==> src/rtl/miriscv_arb_pkg.sv <==
// Shared types and default widths for the miriscv memory arbiter.
// Owner tags travel through the response FIFO; lock states drive selection.
package miriscv_arb_pkg;

    typedef enum logic {
        OWN_I = 1'b0,
        OWN_D = 1'b1
    } owner_t;

    typedef enum logic [1:0] {
        LK_NONE = 2'd0,
        LK_I    = 2'd1,
        LK_D    = 2'd2
    } lock_t;

    localparam int ARB_ADDR_W     = 32;
    localparam int ARB_DATA_W     = 32;
    localparam int ARB_MAX_OUTST  = 2;
    localparam int ARB_STARVE_LIM = 4;

endpackage

==> src/rtl/miriscv_owner_fifo.sv <==
// Circular FIFO of owner tags for accepted-but-unanswered memory requests.
// Full/empty come from the registered count only.
module miriscv_owner_fifo
    import miriscv_arb_pkg::*;
#(
    parameter int DEPTH = ARB_MAX_OUTST
) (
    input  logic   clk_i,
    input  logic   rst_n_i,
    input  logic   push_i,
    input  owner_t push_owner_i,
    input  logic   pop_i,
    output logic   full_o,
    output logic   empty_o,
    output owner_t head_o
);

    localparam int PW = (DEPTH > 1) ? $clog2(DEPTH) : 1;
    localparam int CW = $clog2(DEPTH + 1);

    owner_t        slots [DEPTH];
    logic [PW-1:0] rd_ptr;
    logic [PW-1:0] wr_ptr;
    logic [CW-1:0] cnt;

    function automatic logic [PW-1:0] nxt(input logic [PW-1:0] p);
        return (p == PW'(DEPTH - 1)) ? '0 : p + 1'b1;
    endfunction

    always_ff @(posedge clk_i) begin
        if (!rst_n_i) begin
            rd_ptr <= '0;
            wr_ptr <= '0;
            cnt    <= '0;
        end else begin
            if (push_i) begin
                slots[wr_ptr] <= push_owner_i;
                wr_ptr        <= nxt(wr_ptr);
            end
            if (pop_i) begin
                rd_ptr <= nxt(rd_ptr);
            end
            if (push_i && !pop_i) begin
                cnt <= cnt + 1'b1;
            end else if (!push_i && pop_i) begin
                cnt <= cnt - 1'b1;
            end
        end
    end

    assign full_o  = (cnt == CW'(DEPTH));
    assign empty_o = (cnt == '0);
    assign head_o  = slots[rd_ptr];

endmodule

==> src/rtl/miriscv_mem_arbiter.sv <==
// Shares the single memory port between instruction fetch (I) and LSU (D).
// Lock FSM keeps the chosen request stable until the memory grants it.
module miriscv_mem_arbiter
    import miriscv_arb_pkg::*;
#(
    parameter int ADDR_W     = ARB_ADDR_W,
    parameter int DATA_W     = ARB_DATA_W,
    parameter int MAX_OUTST  = ARB_MAX_OUTST,
    parameter int STARVE_LIM = ARB_STARVE_LIM
) (
    input  logic                clk_i,
    input  logic                rst_n_i,
    input  logic                instr_req_i,
    input  logic [ADDR_W-1:0]   instr_addr_i,
    output logic                instr_gnt_o,
    output logic                instr_rvalid_o,
    output logic [DATA_W-1:0]   instr_rdata_o,
    input  logic                data_req_i,
    input  logic                data_we_i,
    input  logic [DATA_W/8-1:0] data_be_i,
    input  logic [ADDR_W-1:0]   data_addr_i,
    input  logic [DATA_W-1:0]   data_wdata_i,
    output logic                data_gnt_o,
    output logic                data_rvalid_o,
    output logic [DATA_W-1:0]   data_rdata_o,
    output logic                mem_req_o,
    output logic                mem_we_o,
    output logic [DATA_W/8-1:0] mem_be_o,
    output logic [ADDR_W-1:0]   mem_addr_o,
    output logic [DATA_W-1:0]   mem_wdata_o,
    input  logic                mem_gnt_i,
    input  logic                mem_rvalid_i,
    input  logic [DATA_W-1:0]   mem_rdata_i,
    output logic                err_o
);

    localparam int SW = $clog2(STARVE_LIM + 1);

    lock_t         lock_q;
    lock_t         lock_d;
    logic [SW-1:0] starve_q;
    logic [SW-1:0] starve_d;
    owner_t        sel;
    owner_t        head;
    logic          req_sel;
    logic          accept;
    logic          full;
    logic          empty;
    logic          pop;
    logic          sel_d;

    always_comb begin
        sel    = OWN_I;
        lock_d = lock_q;
        unique case (lock_q)
            LK_I: sel = OWN_I;
            LK_D: sel = OWN_D;
            default: begin
                if (starve_q == SW'(STARVE_LIM)) begin
                    sel = OWN_I;
                end else if (data_req_i) begin
                    sel = OWN_D;
                end else begin
                    sel = OWN_I;
                end
            end
        endcase

        sel_d   = (sel == OWN_D);
        req_sel = sel_d ? data_req_i : instr_req_i;
        // Outstanding limit uses the registered count; a same-cycle pop does not help.
        mem_req_o = rst_n_i & req_sel & ~full;
        accept    = mem_req_o & mem_gnt_i;

        if (lock_q == LK_NONE) begin
            if (req_sel && !accept) begin
                lock_d = sel_d ? LK_D : LK_I;
            end
        end else if (accept) begin
            lock_d = LK_NONE;
        end

        starve_d = starve_q;
        if (!instr_req_i || (accept && !sel_d)) begin
            starve_d = '0;
        end else if (accept && sel_d && starve_q != SW'(STARVE_LIM)) begin
            starve_d = starve_q + 1'b1;
        end
    end

    always_ff @(posedge clk_i) begin
        if (!rst_n_i) begin
            lock_q   <= LK_NONE;
            starve_q <= '0;
            err_o    <= 1'b0;
        end else begin
            lock_q   <= lock_d;
            starve_q <= starve_d;
            if (mem_rvalid_i && empty) begin
                err_o <= 1'b1;
            end
        end
    end

    miriscv_owner_fifo #(
        .DEPTH(MAX_OUTST)
    ) u_owner_fifo (
        .clk_i       (clk_i),
        .rst_n_i     (rst_n_i),
        .push_i      (accept),
        .push_owner_i(sel),
        .pop_i       (pop),
        .full_o      (full),
        .empty_o     (empty),
        .head_o      (head)
    );

    assign mem_we_o    = mem_req_o & sel_d & data_we_i;
    assign mem_be_o    = !mem_req_o ? '0 : (sel_d ? data_be_i : '1);
    assign mem_addr_o  = !mem_req_o ? '0 : (sel_d ? data_addr_i : instr_addr_i);
    assign mem_wdata_o = (mem_req_o && sel_d) ? data_wdata_i : '0;

    assign instr_gnt_o = accept & ~sel_d;
    assign data_gnt_o  = accept & sel_d;

    assign pop            = rst_n_i & mem_rvalid_i & ~empty;
    assign instr_rvalid_o = pop & (head == OWN_I);
    assign data_rvalid_o  = pop & (head == OWN_D);
    assign instr_rdata_o  = rst_n_i ? mem_rdata_i : '0;
    assign data_rdata_o   = rst_n_i ? mem_rdata_i : '0;

endmodule
==> config.mk <==
export PLATFORM = sky130hd
export DESIGN_NAME = miriscv_mem_arbiter
export DESIGN_NICKNAME = d
export VERILOG_FILES = /design/src/rtl/miriscv_arb_pkg.sv /design/src/rtl/miriscv_owner_fifo.sv /design/src/rtl/miriscv_mem_arbiter.sv
export SDC_FILE = /design/constraint.sdc
export NUM_CORES = 1
export LEC_CHECK = 0
export CAP_MARGIN = 20
export CORE_AREA = 3 3 106 108
export DETAILED_ROUTE_END_ITERATION = 7
export DIE_AREA = 0 0 109 111
export DONT_BUFFER_PORTS = 1
export HOLD_SLACK_MARGIN = 0.12
export PLACE_DENSITY = 0.3
export SLEW_MARGIN = 20
export SYNTH_ARGS = -nofsm -noshare
export SYNTH_HDL_FRONTEND = slang
export SYNTH_SLANG_ARGS = --single-unit
==> constraint.sdc <==
create_clock -name clk_i -period 6.25 [get_ports clk_i]
set_clock_uncertainty 0.1 [all_clocks]
set_input_delay 0.3125 -clock clk_i [delete_from_list [all_inputs] [get_ports clk_i]]
set_output_delay 0.3125 -clock clk_i [all_outputs]
set_load 0.03 [all_outputs]
### Yosys cells after proc, flatten, opt, wreduce, memory -nomap -nowiden

Memory sizes are Yosys's and may differ from the RTL's. A register that Yosys moved wholly into a read port is not among the register bits.
Cells that the tools add are included.

* output and inout bits: 139
* RAM bits: 2
* input port bits: 139
* register bits: 10
* bits in latches: 0
* memories: 1
* ROM bits: 0

* eq/ne operators: 6
* shift-type cells: 0
* divide/modulo/power cells: 0
* bitwise logic cells: 16
* $lt $le $gt $ge: 0
* reduce and logical (&&, ||, !) cells: 19
* multiply operators: 0
* add/subtract/negate cells: 5
* multiplexer cells: 23

Memory list
* u_owner_fifo.slots: words 2, width 1, rd ports 1, clocked after Yosys merged registers in 1, wr ports 1, RTL line miriscv_owner_fifo.sv:21 `owner_t slots [DEPTH];`

Operator list (number)
* $mux 32: 4
* $mux 2: 6
* $and 1x1->1: 11
* $mux 1: 10
* $logic_and 1x1->1: 8
* $mux 4: 2
* $not 1->1: 5
* $eq 2x2->1 const B: 2
* $logic_not 1->1: 4
* $logic_not 2->1: 2
* $reduce_bool 2->1: 2
* $add 3x1->3 const B: 1
* $eq 3x3->1 const B: 1
* $ne 3x3->1 const B: 1
* $add 1x1->1 const B: 2
* $add 2x1->2 const B: 1
* $eq 2x1->1 const B: 1
* $ne 2x1->1 const B: 1
* $pmux 1 s2: 1
* $reduce_and 2->1: 1
* $reduce_or 2->1: 1
* $sub 2x1->2 const B: 1
* $logic_or 1x1->1: 1

### Longest topological paths before layout

Gate-level depths: netlist (run 1).

* depth in word-level cells: 11
* depth in mapped cells: 11
* depth with buffers taken out: 10

### Cells and area by module

Synthesis (run 1) repeated with hierarchy kept, for this count alone.

* cell total of the unflattened synthesis: 306
* area, all modules: 1933.1 um^2

Modules (own cells, without submodules)
* miriscv_mem_arbiter: instances 1, area an instance 1640.3 um^2, cells each 280
* miriscv_owner_fifo: instances 1, area an instance 292.8 um^2, cells each 26

### Worst setup path before layout (run 1)

No wires, ideal clock.

* kind: reg-to-output
* start: register lock_q[0]
* end: output port mem_addr_o[26]
* stages on the path, launching flop included: 9
* setup slack: 3.876 ns
* arrival: 1.962 ns
* data required time: 5.838 ns
* cells stage by stage: dfxtp_1 > inv_1 > ha_1 > a21boi_0 > a211o_1 > buf_6 > nand3_4 > buf_4 > a21oi_1

* word-level cells in the longest chain between the ends: 6
* elaborated cells between the ends (all ways): 8
* classes of those cells: 2 x eq/ne; 4 x mux; 2 x bitwise

Ends and longest elaborated chain
* start: declaration: RTL line miriscv_mem_arbiter.sv:39 `lock_t lock_q;`
* start signal: assignment: RTL line miriscv_mem_arbiter.sv:97 `lock_q <= lock_d;`
* $eq 2x2->1 or $eq 2x1->1 (tied branches): RTL line miriscv_mem_arbiter.sv:55 `unique case (lock_q)`
* $pmux 1 s2 *: RTL line miriscv_mem_arbiter.sv:55
* $mux 1: RTL line miriscv_mem_arbiter.sv:70 `req_sel = sel_d ? data_req_i : instr_req_i;`
* $and 1x1->1 (2 in a row): RTL line miriscv_mem_arbiter.sv:72 `mem_req_o = rst_n_i & req_sel & ~full;`
* $mux 32 *: RTL line miriscv_mem_arbiter.sv:120 `assign mem_addr_o = !mem_req_o ? '0 : (sel_d ? data_addr_i : instr_addr_i);`
* end: declaration: RTL line miriscv_mem_arbiter.sv:29 `output logic [ADDR_W-1:0] mem_addr_o,`

Every way passes the cells marked *; elsewhere a longest branch is shown, timed or not.

### Worst setup path after layout (run 1)

* start: register lock_q[0]
* end: output port mem_addr_o[21]

The elaborated chain is that of the path after synthesis.

==> flow_summary.yaml, run 1 <==
run_status:
  outcome: "finished clean"
timing:
  slew_headroom: 0.489
  setup-tns-final_ns: 0
  rsz0062_at_grt: "false"
  worstMarginPinSlew_ns: 0.767
  period_share: 0.505
  period_needed_ns: 3.16
  hold_violations: 0
  finalMaxSlewViolations: 0
  clock.fmax_ghz: 0.317
  setup_viol_count_final: 0
clock_network:
  htree_num_levels: 1
  clock-sinks: 13
  post_cts_resized: 0
  cts_made_buffers: 3
  cts_hold_buf: 2
  post-cts-setup-buffers: 0
  clock_path_buffers: 2
  worstSkewPairLatency_ns: 0.25
  clkTransAtPathRegs_ns: 0.06
  cts_tree: "built"
  root_buffer: "clkbuf_8"
critical_path:
  required_ns: 5.84
  crit_chain: "inv_1, ha_1, a21boi_0, a211o_1, nand3_4, a21oi_1"
  rr_startpoint: "lock_q[0]"
  start_kind: "flop"
  crit_arrival_ns: 2.74
  slowest_stage: "a21oi_1"
  max_stage_delay_ns: 0.73
  worstPathMaxFanout: 37
  critPathCaptureType: "primary output"
  crit_type: "flop to primary output"
  crit_start: "lock_q[0]"
logic_synthesis:
  synth_edf_count: 2
  seq_area_frac_synth: 0.141
  syn_area_per_cell_sq_um: 6.50
  postSynthNetCount: 451
  yosysTopAreaCell: "and2_1"
  synth.most_common_cell: "nand2_1"
  synth_common_cells: "nand2_1, and2_1, a21oi_1"
  ys_seq_elements: 13
  synth_top_area_frac: 0.207
  synthDistinctLibCells: 40
  synthTopCellsByArea: "and2_1, buf_4, nand2_1"
  async_flop_share: 0
  synth_area_sq_um: 1990
  syn_inst: 307
  synth-main-ff-cell: "dfxtp_1"
  synth_warnings: 0
global_routing:
  grt_antenna_before_repair: 0
  grt_first_pass_wirelength_um: 9680
  track_usage: 0.100
  grt_overflow: 0
  grt_start_max_net_pins: 43
  grt_pass1_vias: 1628
floorplan:
  core_area_sq_um: 10300
  die_area_sq_um: 12100
  initial_core_util: 0.193
  rows: 37
  die_w_um: 109
  ios: 278
  chipHeight_um: 111
placement:
  dp_hpwl_um: 5790
  place.gp.congestion: 0.664
  buffer_ports.inserted: 0
finish:
  diodes: 0
  drive_gt1_frac: 0.0608
  fillCellCount: 1203
  fin_nets: 408
  synthToLayoutAreaGrowth_pct: -5.83
  final_util: 0.182
run:
  drv_cap: 0
pwr:
  p_leak_nw: 0.752
  ir_worst_vdd_mv: 0.125
  powerDensity_nw_per_um2: 509
drt:
  drc: 0
  vias: 1783
  detail-route-antenna-nets: 0
  dr.first_iter.drc_count: 96
  finalWirelength_um: 7060
  viasPerCell: 4.47
  routedWlPerCell_um: 17.7
  dr.pass1.iters: 4
hold_path:
  hp-class: "input pin to flop"
  hold_start: "rst_n_i"
-- flip-flops by register name, summed over array words and instances, names as in the netlist, named ones only --
register and cells:
u_owner_fifo.cnt 2, u_owner_fifo.rd_ptr 1, u_owner_fifo.slots 2, err_o 1
starve_q 3, lock_q 2, u_owner_fifo.wr_ptr 1
-- critical path, delay by kind of cell, from the launching register on --
family | cells | cell delay (ns)
AO/OA/AOI/OAI | 3 | 1.33
adder cells (fa/ha/maj) | 1 | 0.35
buffers and inverters | 1 | 0.07
flip-flops | 1 | 0.34
AND/OR/NAND/NOR | 1 | 0.39
-- stage by stage --
| step | std cells | area, sq um | setup WS [ns] | total power [W] | hold WS [ns] |
|---|---|---|---|---|---|
| after floorplan | 307 | 1990 | 3.88 | 0.000837 | 0.336 |
| after global placement | 393 | 1810 | 3.37 | 0.000888 | 0.349 |
| after detailed placement | 393 | 1810 | 3.32 | 0.000883 | 0.350 |
| after CTS | 399 | 1880 | 3.04 | 0.000968 | 0.122 |
| after global routing | 399 | 1880 | 2.86 | 0.00104 | 0.130 |
| final | 399 | 1880 | 3.09 | 0.000956 | 0.128 |
-- cells by family after synthesis --
group	synth area share
AOI/OAI and AO/OA	0.176
xor gates and xnor gates	0.0132
adders and majority gates	0.0314
buffers and inverters	0.201
DFF	0.141
muxes	0.0100
and+or+nand+nor	0.428
-- final cells by class --
cell class | instances | area, sq um | share of cell area
multi-input combinational | 232 | 1310 | 0.700
tap | 136 | 170 | 0.0906
inverter | 11 | 41.3 | 0.0220
clock buffer | 4 | 45.0 | 0.0240
sequential | 13 | 280 | 0.149
timing repair buffer | 3 | 27.5 | 0.0147
-- report_power, final --
part | leakage, nW | internal, W | switching, W | total, W
logic | 0.621 | 0.000150 | 0.000604 | 0.000754
registers | 0.108 | 0.000107 | 0.0000167 | 0.000123
clock network | 0.0228 | 0.0000451 | 0.0000338 | 0.0000789
total | 0.752 | 0.000302 | 0.000654 | 0.000956
-- path summary, 6_finish.rpt --
| kind | slack [ns] | cells past startpoint | endpoint |
|---|---|---|---|
| max reg2reg | 3.68 | 9 | u_owner_fifo.cnt[1] |
| min reg2reg | 0.36 | 2 | u_owner_fifo.wr_ptr |
| max | 3.09 | 6 | mem_addr_o[21] |
| min | 0.13 | 2 | lock_q[1] |
-- metal layers --
layer,up-vias,global-route usage,part of all wire
met3,4,0.0239,0.085
met1,798,0.119,0.36
li1,862,-,-
met4,0,0.0101,0.0048
met5,-,0,0
met2,119,0.186,0.55
-- cell usage in the layout, fill, tap and decap left out, drive strengths merged --
cell,synthesis,layout
ha,5,5
a21o,2,2
nand2b,1,1
xor2,3,3
a21boi,3,3
nand3,5,5
o21ai,2,2
and3,3,3
mux2i,2,2
a21oi,37,37
o32ai,1,1
edfxtp,2,2
clkbuf,7,4
a211o,1,1
a31oi,1,1
buf,44,1
dlygate4sd3,0,2
or3,2,2
o2111ai,1,1
nand2,71,71
a311oi,1,1
o211ai,1,1
nor2b,1,1
nand4,2,2
and2,66,66
a31o,1,1
o21a,2,2
dfxtp,11,11
a211oi,1,1
inv,11,11
a41oi,1,1
nor2,16,16
Note: power is estimated with default switching activity, not from simulation.
==> run 2: changes to the inputs <==
Settings changed: CORE_AREA 3 3 106 108 to 3 3 108 110, DIE_AREA 0 0 109 111 to 0 0 111 113.
Clock period 6.25 ns to 3.3 ns, I/O delays scaled along.
==> run 2 against run 1 <==
Compared with the run above: sequential share of layout area fell by 1.3 points; global-route usage fell by 1.3 points; highest routed layer unchanged; non-clock buffer count rose by 22; critical path type unchanged; clock-buffer cell count fell by 1; clock power rose by 88%; routed wire length fell by 5.0%; first-iteration DRC count fell by 41%; setup slack got worse by 2.8 ns; total power rose by 100%; via count rose by 5.0%; cell area rose by 9.4%.
==> flow_summary.yaml, run 2 (synthesized netlist as in run 1, its figures left out) <==
timing:
  setup-tns-final_ns: 0
  rsz0062_at_grt: "false"
  slew_headroom: 0.538
  whs_ns: 0.146
  period_needed_ns: 3.01
  finalMaxSlewViolations: 0
  clock.fmax_ghz: 0.332
  setup_ws_ns: 0.291
  hold_violations: 0
  worstMarginPinSlew_ns: 0.692
  setup_viol_count_final: 0
  period_share: 0.912
pwr:
  p_leak_nw: 0.870
  powerDensity_nw_per_um2: 940
  ir_worst_vdd_mv: 0.308
drt:
  detail-route-antenna-nets: 0
  finalWirelength_um: 6710
  dr.pass1.iters: 4
  routedWlPerCell_um: 15.8
  vias: 1873
  viasPerCell: 4.41
  dr.first_iter.drc_count: 57
  drc: 0
global_routing:
  grt_pass1_vias: 1633
  grt_first_pass_wirelength_um: 9000
  grt_overflow: 0
  grt_start_max_net_pins: 39
  track_usage: 0.0873
  grt_antenna_before_repair: 0
clock_network:
  post-cts-setup-buffers: 0
  cts_hold_buf: 4
  clkTransAtPathRegs_ns: 0.07
  post_cts_resized: 0
  clock_path_buffers: 2
  cts_tree: "built"
  root_buffer: "clkbuf_8"
  clock-sinks: 13
  cts_made_buffers: 3
  worstSkewPairLatency_ns: 0.25
  htree_num_levels: 1
hold_path:
  hold_start: "rst_n_i"
  hp-class: "input pin to flop"
  whs_path_depth: 3
  hold_end: "lock_q[1]"
critical_path:
  r2r_slack_ns: 0.73
  rr_startpoint: "lock_q[0]"
  r2r_end: "u_owner_fifo.cnt[1]"
  required_ns: 3.03
  crit_type: "flop to primary output"
  start_kind: "flop"
  crit_arrival_ns: 2.74
  critPathCaptureType: "primary output"
  reg2reg_depth: 9
  worstPathMaxFanout: 37
finish:
  diodes: 0
  multiInputGateArea_sq_um: 1310
  fin_nets: 430
  layout_commonest_cell: "nand2_1"
  final_cell_mix: "nand2_1, and2_1, a21oi_1"
  drive_gt1_frac: 0.130
  ff_latch_area_sq_um: 280
  fillCellCount: 1230
  regMostFlops: "starve_q"
  largest_reg_flops: 3
  synthToLayoutAreaGrowth_pct: 3.01
floorplan:
  initial_core_util: 0.185
  core_area_sq_um: 10800
  ios: 278
  chipHeight_um: 113
  die_area_sq_um: 12500
  rows: 38
  die_w_um: 111
placement:
  dp_hpwl_um: 5460
  pre_cts_slack_ns: 0.554
  place.gp.congestion: 0.715
  buffer_ports.inserted: 0
run_status:
  outcome: "finished clean"
run:
  drv_cap: 0
run 2: routing by layer:
metal,up-vias,part of all wire,global-route usage,routed length [um]
met4,0,0.0028,0.0140,19
met3,4,0.064,0.0150,432
li1,906,-,-,-
met5,-,0,0,0
met2,110,0.54,0.155,3610
met1,853,0.39,0.113,2640
run 2: cell type report:
type                            instances  area share
Tap cell                              140      0.0853
Timing Repair Buffer                   25      0.0962
Sequential cell                        13       0.136
Inverter                               11      0.0201
Multi-Input combinational cell        232       0.639
Clock inverter                          1     0.00244
Clock buffer                            3      0.0201
run 2: worst max-delay path by stage:
| stage | start | endpoint | slack [ns] |
|---|---|---|---|
| finish | lock_q[0] | mem_addr_o[31] | 0.29 |
| global route | lock_q[0] | mem_addr_o[6] | 0.08 |
| CTS | lock_q[0] | mem_addr_o[31] | 0.27 |
| detailed placement | lock_q[0] | mem_addr_o[31] | 0.55 |
| global placement | lock_q[0] | mem_addr_o[17] | 0.61 |
| floorplan | lock_q[0] | u_owner_fifo.cnt[1] | 0.94 |
run 2: where the power goes:
group / internal (W) / leakage (nW) / total (W) / switching, W
Combinational: 0.000385 / 0.736 / 0.00155 / 0.00116
Clock: 0.0000835 / 0.0255 / 0.000148 / 0.0000643
Sequential: 0.000202 / 0.108 / 0.000235 / 0.0000335
run 2: worst max-delay path, stage by stage (launching register included):
cell	delay (ns)
dfxtp_1	0.35
inv_1	0.07
ha_1	0.35
a21boi_0	0.25
a211o_1	0.37
nand3_4	0.41
a21oi_1	0.67
run 2: metrics by stage:
step | utilization | power, W | cell area, sq um | instances
after global routing | 0.190 | 0.00208 | 2050 | 425
after global placement | 0.182 | 0.00180 | 1970 | 417
after CTS | 0.190 | 0.00196 | 2050 | 425
after floorplan | - | 0.00158 | 1990 | 307
after detailed placement | 0.182 | 0.00179 | 1970 | 417
final | 0.190 | 0.00193 | 2050 | 425
